===== config.mk =====
export PLATFORM = sky130hd
export DESIGN_NAME = mem_req_stage_flat
export DESIGN_NICKNAME = d
export VERILOG_FILES = /design/src/rtl/mmu_pkg.sv /design/src/rtl/mem_req_stage_if.sv /design/src/rtl/mem_perm_check.sv /design/src/rtl/mem_req_stage.sv /design/src/flat_wrapper.sv
export SDC_FILE = /design/constraint.sdc
export NUM_CORES = 1
export LEC_CHECK = 0
export BUFFER_PORTS_ARGS = -buffer_cell sky130_fd_sc_hd__buf_4
export CAP_MARGIN = 20
export CORE_ASPECT_RATIO = 0.9
export CORE_MARGIN = 1
export CORE_UTILIZATION = 41
export CTS_CLUSTER_DIAMETER = 80
export DETAILED_ROUTE_END_ITERATION = 8
export PLACE_DENSITY = 0.74
export SLEW_MARGIN = 10
export SYNTH_ARGS = -nofsm -noshare
export SYNTH_HDL_FRONTEND = slang
export SYNTH_SLANG_ARGS = --single-unit

===== constraint.sdc =====
create_clock -name clk -period 2.2 [get_ports clk]
set_clock_uncertainty 0.15 [all_clocks]
set_input_delay 0.33 -clock clk [delete_from_list [all_inputs] [get_ports clk]]
set_output_delay 0.33 -clock clk [all_outputs]
set_load 0.01 [all_outputs]

===== src/rtl/mmu_pkg.sv =====
// Shared definitions for the memory-access side of the MMU: exception codes,
// MAT and access-size encodings, and the request-stage state type.
package mmu_pkg;

  localparam logic [5:0] ECODE_ALE  = 6'h09;
  localparam logic [5:0] ECODE_TLBR = 6'h3F;
  localparam logic [5:0] ECODE_PIL  = 6'h01;
  localparam logic [5:0] ECODE_PIS  = 6'h02;
  localparam logic [5:0] ECODE_PPI  = 6'h07;
  localparam logic [5:0] ECODE_PME  = 6'h04;

  localparam logic [1:0] MAT_SUC = 2'd0;
  localparam logic [1:0] MAT_CC  = 2'd1;

  localparam logic [1:0] SIZE_B = 2'd0;
  localparam logic [1:0] SIZE_H = 2'd1;
  localparam logic [1:0] SIZE_W = 2'd2;

  typedef enum logic [1:0] {
    ST_IDLE  = 2'd0,
    ST_REQ   = 2'd1,
    ST_WAIT  = 2'd2,
    ST_DRAIN = 2'd3
  } stage_state_e;

  // Natural alignment: halves on even bytes, words on 4-byte boundaries.
  function automatic logic is_misaligned(input logic [1:0] size, input logic [1:0] lo);
    return ((size == SIZE_H) && lo[0]) || ((size == SIZE_W) && (lo != 2'b00));
  endfunction

endpackage


===== src/rtl/mem_req_stage_if.sv =====
// Upstream request/response bundle and data-cache request bundle.
interface mem_req_stage_if #(
  parameter int unsigned ADDR_W = 32,
  parameter int unsigned DATA_W = 32
);
  logic              in_valid;
  logic              in_ready;
  logic              in_is_store;
  logic [1:0]        in_size;
  logic [DATA_W-1:0] in_wdata;
  logic [3:0]        in_wstrb;
  logic [ADDR_W-1:0] in_vaddr;
  logic [ADDR_W-1:0] in_paddr;
  logic              in_is_dmw;
  logic              in_is_usetlb;
  logic [1:0]        in_mat;
  logic [1:0]        in_plv;
  logic              tlb_found;
  logic              tlb_v;
  logic              tlb_d;
  logic [1:0]        tlb_plv;
  logic              out_valid;
  logic [DATA_W-1:0] out_rdata;
  logic              out_exc;
  logic [5:0]        out_ecode;
  logic [ADDR_W-1:0] out_badv;

  modport master (
    output in_valid, in_is_store, in_size, in_wdata, in_wstrb, in_vaddr, in_paddr,
           in_is_dmw, in_is_usetlb, in_mat, in_plv, tlb_found, tlb_v, tlb_d, tlb_plv,
    input  in_ready, out_valid, out_rdata, out_exc, out_ecode, out_badv
  );

  modport slave (
    input  in_valid, in_is_store, in_size, in_wdata, in_wstrb, in_vaddr, in_paddr,
           in_is_dmw, in_is_usetlb, in_mat, in_plv, tlb_found, tlb_v, tlb_d, tlb_plv,
    output in_ready, out_valid, out_rdata, out_exc, out_ecode, out_badv
  );
endinterface

interface mem_dc_if #(
  parameter int unsigned ADDR_W = 32,
  parameter int unsigned DATA_W = 32
);
  logic              dc_req;
  logic              dc_wr;
  logic              dc_uncached;
  logic [1:0]        dc_size;
  logic [ADDR_W-1:0] dc_addr;
  logic [DATA_W-1:0] dc_wdata;
  logic [3:0]        dc_wstrb;
  logic              dc_addr_ok;
  logic              dc_data_ok;
  logic [DATA_W-1:0] dc_rdata;

  modport master (
    output dc_req, dc_wr, dc_uncached, dc_size, dc_addr, dc_wdata, dc_wstrb,
    input  dc_addr_ok, dc_data_ok, dc_rdata
  );

  modport slave (
    input  dc_req, dc_wr, dc_uncached, dc_size, dc_addr, dc_wdata, dc_wstrb,
    output dc_addr_ok, dc_data_ok, dc_rdata
  );
endinterface


===== src/rtl/mem_perm_check.sv =====
// Alignment and TLB permission check for one data access; first match wins.
module mem_perm_check
  import mmu_pkg::*;
(
  input  logic       is_store,
  input  logic [1:0] size,
  input  logic [1:0] vaddr_lo,
  input  logic       use_tlb,
  input  logic       tlb_found,
  input  logic       tlb_v,
  input  logic       tlb_d,
  input  logic [1:0] plv,
  input  logic [1:0] tlb_plv,
  output logic       exc,
  output logic [5:0] ecode
);

  // Priority chain: ALE, then TLB checks only when the TLB did the translation.
  always_comb begin
    exc   = 1'b0;
    ecode = '0;
    if (is_misaligned(size, vaddr_lo)) begin
      exc   = 1'b1;
      ecode = ECODE_ALE;
    end else if (use_tlb) begin
      if (!tlb_found) begin
        exc   = 1'b1;
        ecode = ECODE_TLBR;
      end else if (!tlb_v) begin
        exc   = 1'b1;
        ecode = is_store ? ECODE_PIS : ECODE_PIL;
      end else if (plv > tlb_plv) begin
        exc   = 1'b1;
        ecode = ECODE_PPI;
      end else if (is_store && !tlb_d) begin
        exc   = 1'b1;
        ecode = ECODE_PME;
      end
    end
  end

endmodule


===== src/rtl/mem_req_stage.sv =====
// Memory-request stage: latches one translated load/store, checks it, then
// either reports an exception or runs one addr_ok/data_ok cache transaction.
module mem_req_stage
  import mmu_pkg::*;
#(
  parameter int unsigned ADDR_W = 32,
  parameter int unsigned DATA_W = 32
) (
  input  logic            clk,
  input  logic            resetn,
  input  logic            flush,
  mem_req_stage_if.slave  up,
  mem_dc_if.master        dc
);

  stage_state_e      state_q, state_d;
  logic              is_store_q, is_dmw_q, usetlb_q, found_q, v_q, d_q;
  logic [1:0]        size_q, mat_q, plv_q, tplv_q;
  logic [DATA_W-1:0] wdata_q;
  logic [3:0]        wstrb_q;
  logic [ADDR_W-1:0] vaddr_q, paddr_q;
  logic              rsp_valid_q, rsp_valid_d;
  logic [DATA_W-1:0] rsp_rdata_q, rsp_rdata_d;
  logic              capture;
  logic              exc;
  logic [5:0]        ecode;
  logic              req_active;
  logic              exc_rsp;

  mem_perm_check u_perm (
    .is_store  (is_store_q),
    .size      (size_q),
    .vaddr_lo  (vaddr_q[1:0]),
    .use_tlb   (usetlb_q & ~is_dmw_q),
    .tlb_found (found_q),
    .tlb_v     (v_q),
    .tlb_d     (d_q),
    .plv       (plv_q),
    .tlb_plv   (tplv_q),
    .exc       (exc),
    .ecode     (ecode)
  );

  // The first REQ cycle doubles as the check cycle: a faulting request never
  // raises dc_req and answers with its exception in that same cycle.
  assign req_active = (state_q == ST_REQ) && !exc;
  assign exc_rsp    = (state_q == ST_REQ) && exc;

  // Next-state and completion logic.
  always_comb begin
    state_d     = state_q;
    rsp_valid_d = 1'b0;
    rsp_rdata_d = '0;
    capture     = 1'b0;
    case (state_q)
      ST_IDLE: begin
        if (up.in_valid && !flush) begin
          capture = 1'b1;
          state_d = ST_REQ;
        end
      end
      ST_REQ: begin
        if (exc) begin
          state_d = ST_IDLE;
        end else if (dc.dc_addr_ok) begin
          if (dc.dc_data_ok) begin
            state_d = ST_IDLE;
            if (!flush) begin
              rsp_valid_d = 1'b1;
              rsp_rdata_d = is_store_q ? '0 : dc.dc_rdata;
            end
          end else begin
            state_d = flush ? ST_DRAIN : ST_WAIT;
          end
        end else if (flush) begin
          state_d = ST_IDLE;
        end
      end
      ST_WAIT: begin
        if (dc.dc_data_ok) begin
          state_d = ST_IDLE;
          if (!flush) begin
            rsp_valid_d = 1'b1;
            rsp_rdata_d = is_store_q ? '0 : dc.dc_rdata;
          end
        end else if (flush) begin
          state_d = ST_DRAIN;
        end
      end
      ST_DRAIN: begin
        if (dc.dc_data_ok) state_d = ST_IDLE;
      end
      default: state_d = ST_IDLE;
    endcase
  end

  // State, response and latched-request registers.
  always_ff @(posedge clk or negedge resetn) begin
    if (!resetn) begin
      state_q     <= ST_IDLE;
      rsp_valid_q <= 1'b0;
      rsp_rdata_q <= '0;
      is_store_q  <= 1'b0;
      size_q      <= '0;
      wdata_q     <= '0;
      wstrb_q     <= '0;
      vaddr_q     <= '0;
      paddr_q     <= '0;
      is_dmw_q    <= 1'b0;
      usetlb_q    <= 1'b0;
      mat_q       <= '0;
      plv_q       <= '0;
      found_q     <= 1'b0;
      v_q         <= 1'b0;
      d_q         <= 1'b0;
      tplv_q      <= '0;
    end else begin
      state_q     <= state_d;
      rsp_valid_q <= rsp_valid_d;
      rsp_rdata_q <= rsp_rdata_d;
      if (capture) begin
        is_store_q <= up.in_is_store;
        size_q     <= up.in_size;
        wdata_q    <= up.in_wdata;
        wstrb_q    <= up.in_wstrb;
        vaddr_q    <= up.in_vaddr;
        paddr_q    <= up.in_paddr;
        is_dmw_q   <= up.in_is_dmw;
        usetlb_q   <= up.in_is_usetlb;
        mat_q      <= up.in_mat;
        plv_q      <= up.in_plv;
        found_q    <= up.tlb_found;
        v_q        <= up.tlb_v;
        d_q        <= up.tlb_d;
        tplv_q     <= up.tlb_plv;
      end
    end
  end

  assign up.in_ready  = (state_q == ST_IDLE);
  assign up.out_valid = rsp_valid_q | exc_rsp;
  assign up.out_rdata = rsp_rdata_q;
  assign up.out_exc   = exc_rsp;
  assign up.out_ecode = exc_rsp ? ecode : '0;
  assign up.out_badv  = exc_rsp ? vaddr_q : '0;

  assign dc.dc_req      = req_active;
  assign dc.dc_wr       = req_active & is_store_q;
  assign dc.dc_uncached = req_active & (mat_q == MAT_SUC);
  assign dc.dc_size     = req_active ? size_q  : '0;
  assign dc.dc_addr     = req_active ? paddr_q : '0;
  assign dc.dc_wdata    = req_active ? wdata_q : '0;
  assign dc.dc_wstrb    = req_active ? wstrb_q : '0;

endmodule


===== src/flat_wrapper.sv =====
// flat-port wrapper written by rule: the top's interface ports become plain ports
module mem_req_stage_flat import mmu_pkg::*;
#(
  parameter int unsigned ADDR_W = 32,
  parameter int unsigned DATA_W = 32
)
  (clk, resetn, flush, up_in_valid, up_in_is_store, up_in_size, up_in_wdata, up_in_wstrb, up_in_vaddr, up_in_paddr, up_in_is_dmw, up_in_is_usetlb, up_in_mat, up_in_plv, up_tlb_found, up_tlb_v, up_tlb_d, up_tlb_plv, up_in_ready, up_out_valid, up_out_rdata, up_out_exc, up_out_ecode, up_out_badv, dc_dc_req, dc_dc_wr, dc_dc_uncached, dc_dc_size, dc_dc_addr, dc_dc_wdata, dc_dc_wstrb, dc_dc_addr_ok, dc_dc_data_ok, dc_dc_rdata);
  mem_req_stage_if #(.ADDR_W(ADDR_W), .DATA_W(DATA_W)) up_i ();
  mem_dc_if #(.ADDR_W(ADDR_W), .DATA_W(DATA_W)) dc_i ();
  input  logic clk;
  input  logic resetn;
  input  logic flush;
  input wire logic [$bits(up_i.in_valid)-1:0] up_in_valid;
  input wire logic [$bits(up_i.in_is_store)-1:0] up_in_is_store;
  input wire logic [$bits(up_i.in_size)-1:0] up_in_size;
  input wire logic [$bits(up_i.in_wdata)-1:0] up_in_wdata;
  input wire logic [$bits(up_i.in_wstrb)-1:0] up_in_wstrb;
  input wire logic [$bits(up_i.in_vaddr)-1:0] up_in_vaddr;
  input wire logic [$bits(up_i.in_paddr)-1:0] up_in_paddr;
  input wire logic [$bits(up_i.in_is_dmw)-1:0] up_in_is_dmw;
  input wire logic [$bits(up_i.in_is_usetlb)-1:0] up_in_is_usetlb;
  input wire logic [$bits(up_i.in_mat)-1:0] up_in_mat;
  input wire logic [$bits(up_i.in_plv)-1:0] up_in_plv;
  input wire logic [$bits(up_i.tlb_found)-1:0] up_tlb_found;
  input wire logic [$bits(up_i.tlb_v)-1:0] up_tlb_v;
  input wire logic [$bits(up_i.tlb_d)-1:0] up_tlb_d;
  input wire logic [$bits(up_i.tlb_plv)-1:0] up_tlb_plv;
  output wire logic [$bits(up_i.in_ready)-1:0] up_in_ready;
  output wire logic [$bits(up_i.out_valid)-1:0] up_out_valid;
  output wire logic [$bits(up_i.out_rdata)-1:0] up_out_rdata;
  output wire logic [$bits(up_i.out_exc)-1:0] up_out_exc;
  output wire logic [$bits(up_i.out_ecode)-1:0] up_out_ecode;
  output wire logic [$bits(up_i.out_badv)-1:0] up_out_badv;
  output wire logic [$bits(dc_i.dc_req)-1:0] dc_dc_req;
  output wire logic [$bits(dc_i.dc_wr)-1:0] dc_dc_wr;
  output wire logic [$bits(dc_i.dc_uncached)-1:0] dc_dc_uncached;
  output wire logic [$bits(dc_i.dc_size)-1:0] dc_dc_size;
  output wire logic [$bits(dc_i.dc_addr)-1:0] dc_dc_addr;
  output wire logic [$bits(dc_i.dc_wdata)-1:0] dc_dc_wdata;
  output wire logic [$bits(dc_i.dc_wstrb)-1:0] dc_dc_wstrb;
  input wire logic [$bits(dc_i.dc_addr_ok)-1:0] dc_dc_addr_ok;
  input wire logic [$bits(dc_i.dc_data_ok)-1:0] dc_dc_data_ok;
  input wire logic [$bits(dc_i.dc_rdata)-1:0] dc_dc_rdata;
  assign up_i.in_valid = up_in_valid;
  assign up_i.in_is_store = up_in_is_store;
  assign up_i.in_size = up_in_size;
  assign up_i.in_wdata = up_in_wdata;
  assign up_i.in_wstrb = up_in_wstrb;
  assign up_i.in_vaddr = up_in_vaddr;
  assign up_i.in_paddr = up_in_paddr;
  assign up_i.in_is_dmw = up_in_is_dmw;
  assign up_i.in_is_usetlb = up_in_is_usetlb;
  assign up_i.in_mat = up_in_mat;
  assign up_i.in_plv = up_in_plv;
  assign up_i.tlb_found = up_tlb_found;
  assign up_i.tlb_v = up_tlb_v;
  assign up_i.tlb_d = up_tlb_d;
  assign up_i.tlb_plv = up_tlb_plv;
  assign up_in_ready = up_i.in_ready;
  assign up_out_valid = up_i.out_valid;
  assign up_out_rdata = up_i.out_rdata;
  assign up_out_exc = up_i.out_exc;
  assign up_out_ecode = up_i.out_ecode;
  assign up_out_badv = up_i.out_badv;
  assign dc_dc_req = dc_i.dc_req;
  assign dc_dc_wr = dc_i.dc_wr;
  assign dc_dc_uncached = dc_i.dc_uncached;
  assign dc_dc_size = dc_i.dc_size;
  assign dc_dc_addr = dc_i.dc_addr;
  assign dc_dc_wdata = dc_i.dc_wdata;
  assign dc_dc_wstrb = dc_i.dc_wstrb;
  assign dc_i.dc_addr_ok = dc_dc_addr_ok;
  assign dc_i.dc_data_ok = dc_dc_data_ok;
  assign dc_i.dc_rdata = dc_dc_rdata;
  mem_req_stage #(.ADDR_W(ADDR_W), .DATA_W(DATA_W)) u_core (.clk(clk), .resetn(resetn), .flush(flush), .up(up_i), .dc(dc_i));
endmodule

* Word-level counts from Yosys, hierarchy flattened *
Cells that the tools add are included.

word-level totals
  memory bits (writable) = 0
  latch bits = 0
  word-level logic and storage cells = 88
  input bits = 152
  memories kept = 0
  ROM bits = 0
  bits in registers = 149
  output and inout bits = 146

cells by class
  muxes and demuxes = 42
  add/sub/neg operators = 0
  eq/ne operators = 9
  div/mod/pow operators = 0
  order comparisons = 1
  shift operators = 0
  reduce and logical (&&, ||, !) cells = 14
  bitwise gates (word level) = 5
  multiply operators = 0

operators by type and width
  cell                count
  $mux 32             8
  $pmux 32 s2         1
  $mux 6              4
  $mux 2              10
  $mux 1              13
  $mux 3              3
  $pmux 2 s4          1
  $eq 2x2->1 const B  3
  $logic_and 1x1->1   6
  $eq 2x1->1 const B  2
  $logic_not 2->1     2
  $mux 4              1
  $ne 4x3->1 const B  1
  $reduce_and 4->1    1
  $and 1x1->1         3
  $logic_not 1->1     3
  $ne 3x3->1 const B  1
  $gt 2x2->1          1
  $ne 2x1->1 const B  1
  $ne 2x2->1 const B  1
  $pmux 1 s2          1
  $reduce_bool 2->1   1
  $logic_or 1x1->1    1
  $not 1->1           1
  $or 1x1->1          1

* Logic depth before layout (Yosys ltp) *
  word-level depth = 11
  mapped depth = 8
  mapped depth without buffers = 7

* Cells and area by module *
From an unflattened synthesis, not the netlist that was laid out.

unflattened totals
  cells, all modules = 491
  area, all modules = 6520.0 um2

by module, submodules not included
  module          area an instance (um2)  cells an instance  sequential area each (um2)  times used
  mem_req_stage   6339.8                  463                3728.6                      1
  mem_perm_check  180.2                   28                 0.0                         1

* Worst setup path after synthesis *
Ideal clock, no wire load.

  path kind = flip-flop to output port
  start = register u_core.tplv_q[1]
  end = output dc_dc_addr[23]
  setup slack = -147 ps
  path buffers = 1
  stages on the path, launching flop included = 8
  data required time = 1720 ps
  arrival time = 1867 ps
  cells stage by stage = dfrtp_1 -> inv_1 -> ha_1 -> nor2b_1 -> o211a_1 -> nor4_4 -> clkbuf_1 -> and2_1

between the ends
  word-level cells in the longest chain between the ends = 9

RTL lines
  what                    line                  RTL
  start, declared         mem_req_stage.sv:18   logic [1:0] size_q, mat_q, plv_q, tplv_q;
  start signal, assigned  mem_req_stage.sv:135  tplv_q <= up.tlb_plv;
  $gt 2x2->1              mem_perm_check.sv:32  end else if (plv > tlb_plv) begin
  $mux 1                  mem_perm_check.sv:32
  $mux 1                  mem_perm_check.sv:29  end else if (!tlb_v) begin
  $mux 1                  mem_perm_check.sv:26  if (!tlb_found) begin
  $mux 1                  mem_perm_check.sv:25  end else if (use_tlb) begin
  $mux 1                  mem_perm_check.sv:22  if (is_misaligned(size, vaddr_lo)) begin
  $logic_not 1->1         mem_req_stage.sv:46   assign req_active = (state_q == ST_REQ) && !exc;
  $logic_and 1x1->1       mem_req_stage.sv:46
  net dc_dc_req           flat_wrapper.sv:34    output wire logic [$bits(dc_i.dc_req)-1:0] dc_dc_req;
  $mux 32                 mem_req_stage.sv:151  assign dc.dc_addr = req_active ? paddr_q : '0;
  end, declared           flat_wrapper.sv:38    output wire logic [$bits(dc_i.dc_addr)-1:0] dc_dc_addr;

The timed path passes the listed nets, and every way through them passes these cells.

* Final worst setup path *
  start = register u_core.tplv_q[1]
  end = output dc_dc_addr[28]

between the ends
  word-level cells in the longest chain between the ends = 9

RTL lines
  what               line
  $gt 2x2->1         mem_perm_check.sv:32
  $mux 1             mem_perm_check.sv:32
  $mux 1             mem_perm_check.sv:29
  $mux 1             mem_perm_check.sv:26
  $mux 1             mem_perm_check.sv:25
  $mux 1             mem_perm_check.sv:22
  $logic_not 1->1    mem_req_stage.sv:46
  $logic_and 1x1->1  mem_req_stage.sv:46
  $mux 32            mem_req_stage.sv:151

No other way between the ends.

==> flow_summary_export.csv <==
group,metric,value,unit
setup_path,timing.rr.end,"u_core.state_q[0]",
yosys,synth_area,6460,um^2
sta,worstMarginPinSlew,416,ps
yosys,synth_area_leaders,"dfrtp_1, mux2_2, and2_1",
setup_path,path_class,"reg2out",
yosys,syn-num-nets,648,
setup_path,rr_startpoint,"u_core.plv_q[1]",
setup_path,worstSetupEndpointType,"primary output",
sta,period_needed,2750,ps
pwr,power_density,1430,nW/um^2
yosys,synth_seq_area_share,57.7,%
min_path,min_path_type,"in2reg",
cells_and_area,layout_commonest_cell,"buf_4",
cts,cts_tree,"yes",
sta,maxSlewViolCount,0,
global_route,grt_pass1_vias,6049,
job,max_cap_violations,0,
cts,cts_max_path_buffers,2,
global_route,grt-ovfl-total,0,
sta,finalSetupViolCount,147,
sta,fmax,364,MHz
cells_and_area,finalNonFillerCells,1173,
setup_path,reg2regPathDepth,9,
status,status,"finished with violations",
routing,wirelength,21900,um
cells_and_area,layout-drive-gt1-share,59.6,%
cts,clock_latency,410,ps
routing,post_drt_wl_per_cell,18.7,um
routing,drt_iter0_drc,190,
routing,firstDrtPassIters,4,
pwr,power.leakage,0.00577,uW
die,start_util,42.0,%
cells_and_area,seqCellArea,3730,um^2
global_route,grt_max_degree,57,
yosys,ys_ff_latch,149,
cells_and_area,most-common-layout-cells,"buf_4, dfrtp_1, dlygate4sd3_1",
yosys,yosysUniqueCellTypes,39,
place,dpl.hpwl,12500,um
sta,fin_hold_ws,18.0,ps
cts,cts_made_buffers,17,
yosys,async_flop_share,100,%
sta,finalHoldViolations,0,
cts,root_buffer,"clkbuf_16",
yosys,avgSynthCellArea,13.2,um^2
place,dp_slack,-174,ps
pwr,vdd_drop_max,0.000873,V
cells_and_area,fin_util,77.8,%
yosys,ys_warn_count,0,
yosys,synth_flop_cell,"dfrtp_1",
routing,viasPerCell,4.85,
die,io_pins,298,
global_route,antenna_found_initial,0,
die,core,15400,um^2
global_route,grt_util_all_layers,24.6,%
setup_path,cp.arrival,2270,ps
sta,min_period_over_period,125,%
yosys,synth_edf_count,0,
die,die_area,16300,um^2
sta,rsz0062_at_grt,"true",
cells_and_area,syn_to_final_growth,85.2,%
yosys,syn_inst,490,
cts,htreeDepth,4,
setup_path,endpoint,"dc_dc_addr[28]",
place,place_inst,986,
setup_path,crit_required,1720,ps
cells_and_area,fillCellCount,871,
routing,ant_nets,0,
cells_and_area,final_nets,1115,
global_route,grt_pass1_wl,30400,um
setup_path,reg2reg_setup_slack,-200,ps
place,io_buffer_count,297,
sta,slew_headroom,72.3,%
cts,clk_pin_slew_worst_paths,60,ps
cells_and_area,multi_input_area,2870,um^2
routing,drcViolationCount,0,
setup_path,startpoint_type,"flop",
die,rows,43,
routing,num_vias,5690,
setup_path,worstPathMaxFanout,8,
status,violations,"negative setup slack",
place,place.gp.congestion,0.783,
die,die_w,134,um
setup_path,worstSetupStartpoint,"u_core.tplv_q[1]",
sta,setup_ws,-551,ps
die,fp.dieH,121,um
yosys,synth.top_cell.area_share,57.7,%
cts,clock_sinks,149,
yosys,yosys.area.top_type,"dfrtp_1",
final cells by class:
cell class / count / area share (%)
inverters: 8 / 0.251
clock inverters: 11 / 1.44
clock buffers: 21 / 3.85
multi-input cells: 306 / 24.0
flip-flops and latches: 149 / 31.2
repair buffers: 475 / 37.2
well taps: 202 / 2.11
diodes: 1 / 0.0209
power breakdown:
group / internal [uW] / switching (uW)
logic: 5690 / 3760
registers: 3860 / 710
clock network: 1960 / 1130
worst min path at each step:
stage / from / to / slack, ps / depth (start not counted)
floorplan: resetn / u_core.d_q / -120 / 0
global placement: resetn / u_core.wdata_q[15] / 130 / 1
detailed placement: resetn / u_core.wdata_q[15] / 130 / 1
CTS: up_in_wdata[11] / u_core.wdata_q[11] / 0.1 / 2
global route: up_in_wdata[9] / u_core.wdata_q[9] / 3 / 2
finish: up_in_wdata[9] / u_core.wdata_q[9] / 20 / 2
flip-flops by register name (all words and copies together) (netlist names), 2 cells and up:
| register | flops |
|---|---|
| u_core.vaddr_q | 32 |
| u_core.plv_q | 2 |
| u_core.up.out_rdata | 32 |
| u_core.size_q | 2 |
| u_core.mat_q | 2 |
| u_core.tplv_q | 2 |
| u_core.state_q | 2 |
| u_core.paddr_q | 32 |
| u_core.wstrb_q | 4 |
| u_core.wdata_q | 32 |
cell usage after synthesis (all sizes together) (2+ instances only):
master and count:
dfrtp 149, and2 136, mux2 115, buf 15, clkbuf 12, inv 8, nand2 8, ha 6
nand2b 4, nand3 4, nor2 4, a31oi 3, nor2b 3, o211ai 3, a21oi 2, nor4 2
o21ai 2
stage by stage:
step,total power [uW],cell area [um^2],TNS (ps)
2_1_floorplan,7950,6500,-3690
3_3_place_gp,10900,9110,-11480
3_5_place_dp,11100,9110,-13370
4_1_cts,15000,11300,-64780
5_1_grt,17900,12000,-74180
6_report,17100,12000,-59490
layer usage:
metal,track usage (%),routed length (um),vias up
li1,-,-,2586
met3,6.98,1250,45
met4,10.2,624,0
met5,0,0,-
met2,44.9,12100,232
met1,26.7,7940,2827
cells by family (layout without fill, tap and decap cells):
logic type | Yosys count | in the layout | share of synthesized area (%)
AOI/OAI and AO/OA | 20 | 20 | 2.65
DFF | 149 | 149 | 57.7
muxes | 115 | 115 | 20.0
and+or+nand+nor | 165 | 165 | 15.9
adders and majority gates | 6 | 6 | 1.16
buffers and inverters | 35 | 515 | 2.58
other | 0 | 1 | 0
critical path: stages (launching register included):
cell       delay [ps]
dfrtp_1           380
inv_2              70
ha_4              200
nor2b_4           130
o211a_4           240
nor4_4            190
buf_6             230
clkbuf_16         180
and2_4            140
buf_6             100
repair_timing:
| action | in CTS | in global routing |
|---|---|---|
| hold endpoints to repair | 178 | 1 |
| gates cloned | 2 | 5 |
| setup buffers | 4 | 2 |
| gates resized for setup | 25 | 160 |
| pin swaps | 5 | 58 |
| setup endpoints to repair | 147 | 147 |
| hold buffers | 140 | 1 |
No activity file was read; power rests on OpenSTA's default activity.
